--- config.mk ---
export PLATFORM = sky130hd
export DESIGN_NAME = udp_stream_dram_burst_writer
export DESIGN_NICKNAME = d
export VERILOG_FILES = /design/src/rtl/udp_stream_dram_burst_writer.sv
export SDC_FILE = /design/constraint.sdc
export NUM_CORES = 1
export LEC_CHECK = 0
export ABC_AREA = 1
export BUFFER_PORTS_ARGS = -buffer_cell sky130_fd_sc_hd__buf_2
export CAP_MARGIN = 15
export CELL_PAD_IN_SITES_DETAIL_PLACEMENT = 2
export CELL_PAD_IN_SITES_GLOBAL_PLACEMENT = 2
export CORE_MARGIN = 1.5
export CORE_UTILIZATION = 37
export DETAILED_ROUTE_END_ITERATION = 16
export HOLD_SLACK_MARGIN = 0.15
export MAX_ROUTING_LAYER = met4
export PLACE_DENSITY_LB_ADDON = 0.1
export SLEW_MARGIN = 20
export SYNTH_ARGS = -nofsm -noshare
export SYNTH_HDL_FRONTEND = slang
export SYNTH_SLANG_ARGS = --single-unit
--- constraint.sdc ---
create_clock -name clk -period 18.5 [get_ports clk]
set_input_delay 5.55 -clock clk [delete_from_list [all_inputs] [get_ports clk]]
set_output_delay 5.55 -clock clk [all_outputs]
set_load 0.02 [all_outputs]
--- src/rtl/udp_stream_dram_burst_writer.sv ---
// UDP receive stream to DRAM writer: strips the header, uses the first payload word as a
// word-offset destination and issues burst commands while the payload streams through.
module udp_stream_dram_burst_writer #(
  parameter int ADDR_W     = 32,
  parameter int MAX_BURST  = 64,
  parameter int HDR_WORDS  = 4,
  parameter int LEN_WORD   = 3,
  parameter int ADDR_SHIFT = 2,
  parameter int CNT_W      = 16
) (
  input  logic                clk,
  input  logic                rst_n,
  input  logic                r_req,
  input  logic                r_enable,
  output logic                r_ack,
  input  logic [31:0]         r_data,
  output logic                w_req,
  output logic                w_enable,
  output logic [31:0]         w_data,
  output logic [35:0]         data_in,
  output logic                data_we,
  output logic [8+ADDR_W-1:0] ctrl_in,
  output logic                ctrl_we,
  output logic [CNT_W-1:0]    pkt_cnt,
  output logic [CNT_W-1:0]    err_cnt
);

  localparam int KW = $clog2(MAX_BURST) + 1;
  localparam int IW = $clog2(HDR_WORDS) + 1;

  typedef enum logic [2:0] {IDLE, HDR, ADDR, DATA, WAIT_END} state_t;

  state_t            state;
  logic [31:0]       r_data_q;
  logic              r_en_q;
  logic [IW-1:0]     idx;
  logic [31:0]       len_q;
  logic [31:0]       n_q;
  logic [31:0]       cnt;
  logic [KW-1:0]     k;
  logic [ADDR_W-1:0] cur_addr;

  logic [1:0] rst_pipe;
  logic       rst_sync_n;
  logic       unused_ok;

  assign r_ack     = 1'b1;
  assign w_req     = 1'b0;
  assign w_enable  = 1'b0;
  assign w_data    = '0;
  assign unused_ok = r_req;

  // Assertion reaches the core immediately; release is retimed to clk by two flops.
  always_ff @(posedge clk or negedge rst_n) begin
    if (!rst_n) rst_pipe <= '0;
    else        rst_pipe <= {rst_pipe[0], 1'b1};
  end
  assign rst_sync_n = rst_pipe[1];

  logic [31:0]       words_total;
  logic [KW-1:0]     k_next;
  logic              last_word;
  logic              burst_full;
  logic [3:0]        tail_strb;
  logic [ADDR_W-1:0] byte_addr;

  always_comb begin
    words_total = (len_q + 32'd3) >> 2;
    k_next      = k + KW'(1);
    last_word   = (cnt + 32'd1) == n_q;
    burst_full  = k_next == KW'(MAX_BURST);
    byte_addr   = cur_addr << ADDR_SHIFT;
    case (len_q[1:0])
      2'd1:    tail_strb = 4'b0001;
      2'd2:    tail_strb = 4'b0011;
      2'd3:    tail_strb = 4'b0111;
      default: tail_strb = 4'b1111;
    endcase
  end

  function automatic logic [CNT_W-1:0] sat_inc(input logic [CNT_W-1:0] v);
    return (&v) ? v : v + 1'b1;
  endfunction

  // NOTE: all state is updated with non-blocking assignments so every branch sees
  // the values from the start of the cycle, independent of statement order.
  always_ff @(posedge clk or negedge rst_sync_n) begin
    if (!rst_sync_n) begin
      state    <= IDLE;
      r_data_q <= '0;
      r_en_q   <= 1'b0;
      idx      <= '0;
      len_q    <= '0;
      n_q      <= '0;
      cnt      <= '0;
      k        <= '0;
      cur_addr <= '0;
      data_in  <= '0;
      data_we  <= 1'b0;
      ctrl_in  <= '0;
      ctrl_we  <= 1'b0;
      pkt_cnt  <= '0;
      err_cnt  <= '0;
    end else begin
      r_data_q <= r_data;
      r_en_q   <= r_enable;
      data_we  <= 1'b0;
      ctrl_we  <= 1'b0;
      case (state)
        IDLE, HDR: begin
          if (r_en_q) begin
            if (idx == IW'(LEN_WORD)) len_q <= r_data_q;
            idx   <= idx + IW'(1);
            state <= (idx == IW'(HDR_WORDS - 1)) ? ADDR : HDR;
          end else begin
            if (state == HDR) err_cnt <= sat_inc(err_cnt);
            idx   <= '0;
            state <= IDLE;
          end
        end
        ADDR: begin
          idx <= '0;
          if (!r_en_q) begin
            err_cnt <= sat_inc(err_cnt);
            state   <= IDLE;
          end else begin
            cur_addr <= ADDR_W'(r_data_q);
            n_q      <= words_total - 32'd1;
            cnt      <= '0;
            k        <= '0;
            if (len_q <= 32'd4) begin
              err_cnt <= sat_inc(err_cnt);
              state   <= WAIT_END;
            end else begin
              state <= DATA;
            end
          end
        end
        DATA: begin
          if (r_en_q) begin
            data_we <= 1'b1;
            data_in <= {(last_word ? tail_strb : 4'b1111), r_data_q};
            cnt     <= cnt + 32'd1;
            k       <= k_next;
            if (last_word || burst_full) begin
              ctrl_we  <= 1'b1;
              ctrl_in  <= {8'(k_next), byte_addr};
              k        <= '0;
              cur_addr <= cur_addr + ADDR_W'(MAX_BURST);
            end
            if (last_word) begin
              pkt_cnt <= sat_inc(pkt_cnt);
              state   <= WAIT_END;
            end
          end else begin
            // Truncated packet: flush the partial burst so commands match written data.
            if (k != '0) begin
              ctrl_we <= 1'b1;
              ctrl_in <= {8'(k), byte_addr};
            end
            err_cnt <= sat_inc(err_cnt);
            state   <= IDLE;
          end
        end
        WAIT_END: if (!r_en_q) state <= IDLE;
        default:  state <= IDLE;
      endcase
    end
  end

endmodule

==> out/qor.csv, run 1 <==
stage;metric;value;unit
outcome;status;finished clean;
cells_and_area;final_nets;2224;
cts;postCtsResizedCells;0;
setup_path;crit_path_max_fanout;6;
placed_design;io_buffers;141;
die;num_io_pins;181;
sta;min_period;6.76;ns
die;die_w;207;µm
global_routing;grt_pass1_vias;16218;
global_routing;grt_usage;27.0;%
synth;yosysMostFrequentCell;nand2_1;
cells_and_area;drive_gt1_share;11.3;%
die;row_count;74;
synth;synth_area;15400;µm²
synth;yosys.area.top_type;dfrtp_1;
placed_design;place.gp.congestion;0.872;
sta;fin_tns_setup;0;ns
run;maxCapViolations;0;
sta;worst_pin_slew;0.966;ns
setup_path;arrival;1.21;ns
setup_path;crit_family;flip-flops;
cts;cts_buffer_depth;3;
cts;post_cts_buffers;0;
cells_and_area;final_util;43.0;%
power;total_power;2.87;mW
placed_design;dp_slack;12.29;ns
synth;synthTopCellsByArea;dfrtp_1, nand2_1, o21ai_0;
sta;fin_skew;0.0226;ns
cts;clk_pin_slew;0.06;ns
routing;wl_per_cell;20.4;µm
cts;h-tree-depth;2;
cts;cts_tree;built;
global_routing;grt_max_degree;72;
cells_and_area;multi_input_area;7260;µm²
routing;vias;14455;
die;core;40900;µm²
sta;setup_viol;0;
cells_and_area;register_area;7010;µm²
cts;cts.sinks;280;
synth;ys_warn_count;0;
synth;synthDistinctLibCells;46;
routing;drcViolationCount;0;
global_routing;overflow;0;
routing;drt_wl_total;55.9;mm
routing;viasPerCell;5.29;
synth;synth-seq-cells;280;
routing;drtIter0Drc;512;
global_routing;antenna_found_initial;2;
cts;cts_hold_buf;0;
synth;yosysTopAreaCellShare;45.5;%
cts;clk-insertion-delay-late;0.55;ns
cts;cts_made_buffers;34;
setup_path;slowest_delay;0.46;ns
setup_path;critical_path_class;reg2out;
die;die_area;42900;µm²
sta;rsz0062_at_grt;no;
sta;fin_ws;11.74;ns
placed_design;dp_hpwl;40.5;mm
sta;hold_viol_final;0;
die;dieHeight;207;µm
synth;ys.flop_type;dfrtp_1;
sta;fmax;0.148;GHz
setup_path;start_kind;register;
setup_path;crit_required;12.95;ns
synth;synthCells;2055;
setup_path;slowest_stage;dfrtp_1;
routing;detail-route-antenna-nets;0;
synth;synth_common_cells;nand2_1, dfrtp_1, inv_1, nor2_1, o21ai_0;
sta;min_period_over_period;36.6;%
power;power.leakage;8.74;nW
synth;synth_edf_count;0;
cts;cts_root_buffer;clkbuf_16;
setup_path;cp_num_buf_inv;1;
setup_path;crit_chain;buf_2;
power;power_density;163;nW/µm²
routing;firstDrtPassIters;7;
synth;synthArstFlopShare;100;%
power;ir_worst_vdd;0.0000776;V
cells_and_area;fillers;4811;
die;start_util;37.6;%
global_routing;grt_pass1_wl;90.3;mm
min_path;min_path_type;reg2async;
cells_and_area;area_growth;14.3;%
synth;synth.avg_cell_area;7.50;µm²
sta;maxSlewHeadroom;35.6;%
synth;ys_seq_area_share;45.5;%
sta;slew_violations;0;
setup_path;end_kind;primary output;
cells in the final DEF, fill, tap and decap left out, types with 4 or more instances in the layout:
master	count
nand2_1	668
dfrtp_1	279
inv_1	190
nor2_1	160
o21ai_0	151
nand3_1	145
buf_2	141
nand4_1	97
xor2_1	54
conb_1	39
clkbuf_16	35
xnor2_1	29
nor3_1	29
o22ai_1	25
nor2_2	13
nand3b_1	13
buf_4	13
ha_1	12
nor4_1	10
clkbuf_1	9
inv_2	8
a21oi_1	7
nor2_4	7
nand2_2	5
o21ai_1	5
and3_1	5
and2_1	5
clkbuf_8	5
or2_2	4
clkinv_2	4
flip-flops by register name, summed over array words and instances (netlist names):
name and count:
r_data_q 32, ctrl_we 1, rst_pipe 2, k 7, cur_addr 30, n_q 31
err_cnt 16, len_q 32, state 3, r_en_q 1, ctrl_in 37, pkt_cnt 16
cnt 32, idx 3, data_we 1, data_in 36
stage by stage:
| stage | cells | area [µm²] | hold WS (ns) |
|---|---|---|---|
| 2_1_floorplan | 2092 | 15500 | 0.331 |
| 3_3_place_gp | 2672 | 16500 | 0.303 |
| 3_5_place_dp | 2672 | 16500 | 0.306 |
| 4_1_cts | 2731 | 17600 | 0.306 |
| 5_1_grt | 2733 | 17600 | 0.330 |
| 6_report | 2733 | 17600 | 0.285 |
cells by family (layout without fill, tap and decap cells):
group,Yosys count,in the layout,share of synthesized area [%]
buf+inv,306,413,8.57
compound gates,201,201,6.98
flops,280,280,45.5
xor+xnor,85,85,5.01
fa+ha+maj,12,12,0.974
other cells,2,41,0.0487
simple gates,1169,1169,32.9
worst paths after layout:
path,startpoint,to,slack [ns],cells past startpoint
max,pkt_cnt[12]$_DFFE_PN0P_,pkt_cnt[12],11.74,1
min,rst_pipe[1]$_DFF_PN0_,err_cnt[7]$_DFFE_PN0P_,0.28,0
max reg2reg,cnt[0]$_DFFE_PN0P_,ctrl_in[16]$_DFFE_PN0P_,14.39,19
min reg2reg,rst_pipe[1]$_DFF_PN0_,err_cnt[7]$_DFFE_PN0P_,0.28,0
max in group asynchronous,rst_n,rst_pipe[1]$_DFF_PN0_,13.60,1
min in group clk,rst_pipe[0]$_DFF_PN0_,rst_pipe[1]$_DFF_PN0_,0.36,0
cell type report:
| class | count | area share, % |
|---|---|---|
| multi-input cells | 1506 | 41.2 |
| flip-flops and latches | 280 | 39.8 |
| clock buffers | 49 | 5.56 |
| repair buffers | 154 | 4.56 |
| inverters | 200 | 4.26 |
| well taps | 532 | 3.78 |
| clock inverters | 10 | 0.767 |
| diodes | 2 | 0.0284 |
metal layers:
metal	track usage [%]	vias up	wire (µm)	part of all wire, %
met5	-	-	0	0
met4	9.55	0	1810	3.2
met3	3.34	102	1500	2.7
met2	47.2	196	28800	51
met1	32.0	7342	23800	43
li1	-	6815	-	-
worst register-to-register path, stage by stage, from the launching register on:
cell and delay, ns:
dfrtp_1 0.41, ha_1 0.22, nand2_2 0.12, nor2_4 0.20, nand2_2 0.12, nor2_4 0.24, inv_2 0.05, nand2_1 0.10
nand2_1 0.10, nand2_1 0.08, nand2_1 0.10, nand2_1 0.08, nor2_1 0.05, nand2_1 0.08, nor2_2 0.05, nand4_2 0.06
buf_4 0.57, nand3_2 0.90, nand2_1 0.36, nand2_1 0.10
report_power, final:
part           switching (mW)  internal [mW]
clock                   0.276          0.410
sequential              0.269          0.839
combinational           0.721          0.356
total                    1.27           1.60
Power figures use the tool's default switching activity.
==> inputs of run 2 (changes only) <==
--- a/config.mk
+++ b/config.mk
@@ -11,7 +11,7 @@
 export CELL_PAD_IN_SITES_DETAIL_PLACEMENT = 2
 export CELL_PAD_IN_SITES_GLOBAL_PLACEMENT = 2
 export CORE_MARGIN = 1.5
-export CORE_UTILIZATION = 37
+export CORE_UTILIZATION = 34
 export DETAILED_ROUTE_END_ITERATION = 16
 export HOLD_SLACK_MARGIN = 0.15
 export MAX_ROUTING_LAYER = met4
==> constraint.sdc (replaced) <==
create_clock -name clk -period 6.4 [get_ports clk]
set_input_delay 1.92 -clock clk [delete_from_list [all_inputs] [get_ports clk]]
set_output_delay 1.92 -clock clk [all_outputs]
set_load 0.02 [all_outputs]
==> run 2 against run 1 <==
Clock skew is 0.0077 ns lower; sequential power grew to 2.9 times the previous value; core utilization is 3.0 points lower; critical path depth is 16 higher; final cell count is 2.4% higher; final area is 1.3% higher; hold slack better by 0.073 ns; critical endpoint is now ctrl_in[25]$_DFFE_PN0P_; register-to-register slack worse by 12 ns.
==> out/qor.csv, run 2 (synthesis gave the netlist of run 1 again) <==
stage;metric;value;unit;change
power;ir_worst_vdd;0.000231;V;+200%
die;die_w;216;µm;+4.3%
placed_design;place.gp.congestion;0.879;;+0.84%
cells_and_area;largest_register_ffs;37;;unchanged
sta;slew_violations;0;;unchanged
sta;hold_viol_final;0;;unchanged
setup_path;critical_path_class;reg2reg;;
routing;viasPerCell;5.13;;-3.0%
sta;fin_tns_setup;0;ns;unchanged
power;power_density;474;nW/µm²;+190%
die;num_io_pins;181;;unchanged
setup_path;cpMostUsedCell;nand2_1;;
cts;postCtsResizedCells;0;;unchanged
setup_path;end_kind;register;;
sta;fin_skew;0.0149;ns;-0.00771 ns
cells_and_area;final_nets;2227;;+0.13%
min_path;min_from;rst_pipe[0]$_DFF_PN0_;;
cells_and_area;drive_gt1_share;11.8;%;+0.51 points
routing;highest_layer;met4;;
cts;h-tree-depth;2;;unchanged
die;row_count;77;;+4.1%
min_path;min_path_type;reg2reg;;
setup_path;reg2reg_from;cnt[0]$_DFFE_PN0P_;;
routing;vias;14362;;-0.64%
placed_design;dp_hpwl;40.3;mm;-0.50%
routing;drcViolationCount;0;;unchanged
outcome;status;finished clean;;
sta;min_period;4.07;ns;
cts;cts_tree;built;;
die;start_util;34.6;%;-3.0 points
setup_path;slowest_delay;0.83;ns;+0.37 ns
cells_and_area;layout_commonest_cell;nand2_1;;
setup_path;crit_family;simple AND/OR/NAND/NOR gates;;
routing;wl_per_cell;19.7;µm;-3.8%
global_routing;grt_usage;24.6;%;-2.4 points
sta;maxSlewHeadroom;37.9;%;+2.3 points
cts;post_cts_buffers;0;;unchanged
run;maxCapViolations;0;;unchanged
routing;drt_wl_total;55.0;mm;-1.5%
cells_and_area;layout.cells.most_common_list;nand2_1, dfrtp_1, inv_1;;
setup_path;crit_required;6.83;ns;-6.12 ns
sta;fin_ws;2.33;ns;-9.40 ns
min_path;whs_path_depth;0;;
setup_path;startpoint;cnt[0]$_DFFE_PN0P_;;
cts;cts_made_buffers;36;;+5.9%
routing;drtIter0Drc;485;;-5.3%
global_routing;grt_pass1_vias;16060;;-0.97%
routing;wl_met1;23.6;mm;-0.62%
setup_path;slowest_stage;nand3_2;;
die;die_area;46600;µm²;+8.7%
sta;rsz0062_at_grt;no;;
cts;cts_root_buffer;clkbuf_16;;
setup_path;cp_num_buf_inv;1;;unchanged
setup_path;crit_path_max_fanout;63;;+57
sta;min_period_over_period;63.5;%;
placed_design;io_buffers;141;;unchanged
setup_path;crit_chain;ha_1 > nand2_2 > nor2_4 > nand3_1 > nor2_1 > nand2_1 > nand2_1 > nand2_1 > nand2_1 > nor2_1 > nand2_1 > nor2_1 > nand4_4 > buf_4 > nand3_2 > nand2_1 > nand2_1;;
routing;route.met3.wl;1.97;mm;+31%
setup_path;arrival;4.49;ns;+3.28 ns
cts;cts.sinks;280;;unchanged
cts;clk_pin_slew;0.06;ns;about the same
cells_and_area;area_growth;15.8;%;
setup_path;start_kind;register;;
sta;setup_viol;0;;unchanged
global_routing;overflow;0;;unchanged
global_routing;grt_max_degree;68;;-5.6%
power;power.leakage;8.82;nW;+0.94%
routing;firstDrtPassIters;5;;-2
placed_design;dp_slack;2.16;ns;-10.12 ns
cells_and_area;reg_top3;ctrl_in (37), data_in (36);;
die;dieHeight;216;µm;+4.3%
cts;cts_hold_buf;0;;unchanged
cts;cts_buffer_depth;3;;unchanged
sta;worst_pin_slew;0.932;ns;-0.0342 ns
setup_path;crit_cells;17;;+16
cts;clk-insertion-delay-late;0.56;ns;about the same
routing;detail-route-antenna-nets;0;;unchanged
setup_path;r2r_cells;17;;-2
global_routing;grt_pass1_wl;88.0;mm;-2.6%
cells_and_area;largest-register;ctrl_in;;
sta;fmax;0.246;GHz;
global_routing;antenna_found_initial;1;;-1
die;core;44500;µm²;+8.8%
routing;wl_met2;27.9;mm;-2.9%
==> run 2: report_power, final <==
part	switching [mW]	internal, mW
Clock	0.844	1.33
Combinational	2.04	1.03
Sequential	0.781	2.43
Total	3.67	4.78
==> run 2: layout make-up <==
type / count / area (µm²)
Multi-Input combinational cell: 1506 / 7270
Clock buffer: 50 / 1060
Clock inverter: 15 / 190
Inverter: 200 / 751
Fill cell: 5256 / 26700
Sequential cell: 280 / 7010
Tap cell: 592 / 741
Timing Repair Buffer: 155 / 811
Antenna cell: 1 / 2.50
==> run 2: path summary, 6_finish.rpt <==
path	end	slack [ns]
worst max-delay path	ctrl_in[25]$_DFFE_PN0P_	2.33
worst min register to register	rst_pipe[1]$_DFF_PN0_	0.36
max in group asynchronous	pkt_cnt[6]$_DFFE_PN0P_	4.47
worst max register to register	ctrl_in[25]$_DFFE_PN0P_	2.33
min in group asynchronous	data_in[14]$_DFFE_PN0P_	0.45
worst min-delay path	rst_pipe[1]$_DFF_PN0_	0.36
==> run 2: per-stage QoR <==
stage	instances	utilization [%]	hold slack [ns]	instance area (µm²)	power, mW
2_1_floorplan	2092	-	0.331	15500	5.11
3_3_place_gp	2733	37.2	0.339	16600	6.09
3_5_place_dp	2733	37.2	0.339	16600	6.30
4_1_cts	2798	40.0	0.361	17800	8.56
5_1_grt	2799	40.1	0.377	17800	9.06
6_report	2799	40.1	0.358	17800	8.45
==> run 2: per-layer routing <==
layer  global-route usage (%)  vias up
met2                     43.0      216
met5                        -        -
met1                     28.8     7226
met4                     7.62        0
li1                         -     6835
met3                     3.99       85
==> inputs of run 3 (changes only) <==
==> constraint.sdc (replaced) <==
create_clock -name clk -period 3.87 [get_ports clk]
set_input_delay 1.161 -clock clk [delete_from_list [all_inputs] [get_ports clk]]
set_output_delay 1.161 -clock clk [all_outputs]
set_load 0.02 [all_outputs]
==> run 3 against run 2 <==
Critical path depth unchanged; combinational power increased by 66%; final cell count increased by 0.11%; non-clock buffer count increased by 5; clock-buffer cell count is 5 lower; register-to-register slack got worse by 1.9 ns; via count about the same.
==> out/qor.csv, run 3 (synthesis gave the netlist of run 1 again) <==
stage;metric;value;unit;change
global_routing;grt_usage;24.7;%;+0.14 points
global_routing;grt_pass1_wl;88.8;mm;+0.96%
global_routing;grt_pass1_vias;15883;;-1.1%
cts;cts.sinks;280;;unchanged
power;power.leakage;8.86;nW;+0.44%
setup_path;slowest_stage;dfrtp_1;;
die;dieHeight;216;µm;unchanged
routing;drt_wl_total;54.7;mm;-0.65%
routing;firstDrtPassIters;4;;-1
cts;cts_root_buffer;clkbuf_16;;
sta;worst_pin_slew;0.876;ns;-0.0567 ns
sta;setup_viol;0;;unchanged
routing;drtIter0Drc;510;;+5.2%
setup_path;slowest_delay;0.41;ns;-0.42 ns
cts;postCtsResizedCells;0;;unchanged
die;core;44500;µm²;unchanged
routing;viasPerCell;5.12;;-0.20%
cts;cts_hold_buf;0;;unchanged
placed_design;io_buffers;141;;unchanged
routing;detail-route-antenna-nets;0;;unchanged
placed_design;place.gp.congestion;0.858;;-2.4%
cells_and_area;multi_input_area;7260;µm²;about the same
die;die_area;46600;µm²;unchanged
cts;post_cts_buffers;0;;unchanged
setup_path;crit_chain;ha_1 > nand2_2 > nor2_4 > nand3_1 > o21ai_1 > nand2_1 > nand2_1 > nand2_1 > nor2_1 > nand2_1 > nor2_1 > nand4_4 > buf_4 > nand3_1 > buf_4 > nand2_1 > nand2_1;;
global_routing;overflow;0;;unchanged
power;power_density;781;nW/µm²;+65%
cells_and_area;largest_register_ffs;37;;unchanged
cells_and_area;layout_commonest_cell;nand2_1;;
cells_and_area;area_growth;16.3;%;
cts;h-tree-depth;2;;unchanged
routing;wl_per_cell;19.5;µm;-0.75%
power;ir_worst_vdd;0.000374;V;+62%
setup_path;crit_path_max_fanout;36;;-43%
cells_and_area;register_area;7010;µm²;unchanged
setup_path;arrival;3.87;ns;-0.62 ns
routing;vias;14348;;-0.097%
global_routing;grt_max_degree;80;;+18%
sta;fmax;0.295;GHz;+20%
cts;clk_pin_slew;0.06;ns;about the same
cells_and_area;layout.cells.most_common_list;nand2_1, dfrtp_1, inv_1;;
sta;hold_viol_final;0;;unchanged
setup_path;crit_required;4.35;ns;-2.48 ns
sta;fin_tns_setup;0;ns;unchanged
placed_design;dp_hpwl;40.5;mm;+0.49%
cells_and_area;final_nets;2231;;+0.18%
setup_path;cpMostUsedCell;nand2_1;;
die;die_w;216;µm;unchanged
cts;cts_buffer_depth;3;;unchanged
routing;drcViolationCount;0;;unchanged
cells_and_area;drive_gt1_share;11.8;%;about the same
outcome;status;finished clean;;
min_path;min_path_type;reg2reg;;
die;row_count;77;;unchanged
cells_and_area;fillers;5191;;-1.2%
cells_and_area;reg_top3;ctrl_in (37), data_in (36);;
die;num_io_pins;181;;unchanged
cts;cts_tree;built;;
setup_path;critical_path_class;reg2reg;;
sta;min_period_over_period;87.6;%;+24 points
sta;maxSlewHeadroom;41.6;%;+3.7 points
placed_design;placed_area;16700;µm²;+0.53%
setup_path;start_kind;register;;
run;maxCapViolations;0;;unchanged
cts;cts_made_buffers;35;;-2.8%
cells_and_area;largest-register;ctrl_in;;
global_routing;antenna_found_initial;2;;+1
sta;slew_violations;0;;unchanged
setup_path;end_kind;register;;
cts;clk-insertion-delay-late;0.55;ns;about the same
sta;fin_skew;0.0155;ns;+0.000632 ns
cells_and_area;finalInstanceArea;17900;µm²;+0.50%
sta;rsz0062_at_grt;no;;
die;start_util;34.6;%;unchanged
sta;min_period;3.39;ns;-0.678 ns
-- run 3: changes by cell type in the layout (fill, tap and decap cells not counted), moves of 2 or more --
cell,before,now
clkinvlp_4,3,1
buf_12,0,4
clkbuf_8,9,4
bufinv_16,4,7
-- run 3: worst paths after layout --
kind / start / to / slack, ns / cells after the start
worst max register to register: cnt[0]$_DFFE_PN0P_ / cur_addr[27]$_DFFE_PN0P_ / 0.48 / 17
worst min-delay path: rst_pipe[0]$_DFF_PN0_ / rst_pipe[1]$_DFF_PN0_ / 0.35 / 0
worst min register to register: rst_pipe[0]$_DFF_PN0_ / rst_pipe[1]$_DFF_PN0_ / 0.35 / 0
worst max-delay path: cnt[0]$_DFFE_PN0P_ / cur_addr[27]$_DFFE_PN0P_ / 0.48 / 17
min in group asynchronous: rst_n / rst_pipe[1]$_DFF_PN0_ / 0.38 / 1
max in group asynchronous: rst_pipe[1]$_DFF_PN0_ / pkt_cnt[10]$_DFFE_PN0P_ / 2.48 / 1
-- run 3: area by class of cell --
| type | instances | share of cell area (%) |
|---|---|---|
| antenna | 2 | 0.0279 |
| clock buffer | 45 | 5.44 |
| clock inverter | 17 | 1.59 |
| inverter | 200 | 4.19 |
| multi-input combinational | 1506 | 40.5 |
| sequential | 280 | 39.1 |
| tap | 592 | 4.13 |
| timing repair buffer | 160 | 5.01 |
-- run 3: power breakdown --
| part | total (mW) | leakage (nW) | switching (mW) | internal [mW] |
|---|---|---|---|---|
| clock network | 3.63 | 0.617 | 1.37 | 2.26 |
| registers | 5.27 | 3.52 | 1.25 | 4.01 |
| logic | 5.11 | 4.72 | 3.39 | 1.72 |
| total | 14.0 | 8.86 | 6.02 | 7.99 |
-- run 3: worst max-delay path: cells and delay by family, from the launching register on --
family,cells,cell delay (ns)
simple gates,13,1.78
buf+inv,2,0.61
flops,1,0.41
compound gates,1,0.27
fa+ha+maj,1,0.21
-- run 3: stage by stage --
step | power [mW] | cells | hold slack [ns] | utilization, % | setup WS [ns]
6_report | 14.0 | 2802 | 0.353 | 40.3 | 0.481
5_1_grt | 15.1 | 2802 | 0.358 | 40.3 | 0.181
4_1_cts | 14.2 | 2800 | 0.349 | 40.2 | 0.454
3_5_place_dp | 10.4 | 2738 | 0.343 | 37.4 | 0.478
3_3_place_gp | 10.1 | 2738 | 0.338 | 37.4 | 0.629
2_1_floorplan | 8.46 | 2092 | 0.331 | - | 1.07
-- run 3: layer usage --
layer | share of wire, % | vias to the layer above | GRT usage (%)
met5 | 0 | - | -
met4 | 2.9 | 0 | 7.27
met3 | 3.1 | 92 | 3.90
met2 | 50 | 206 | 42.8
met1 | 44 | 7208 | 29.6
li1 | - | 6842 | -
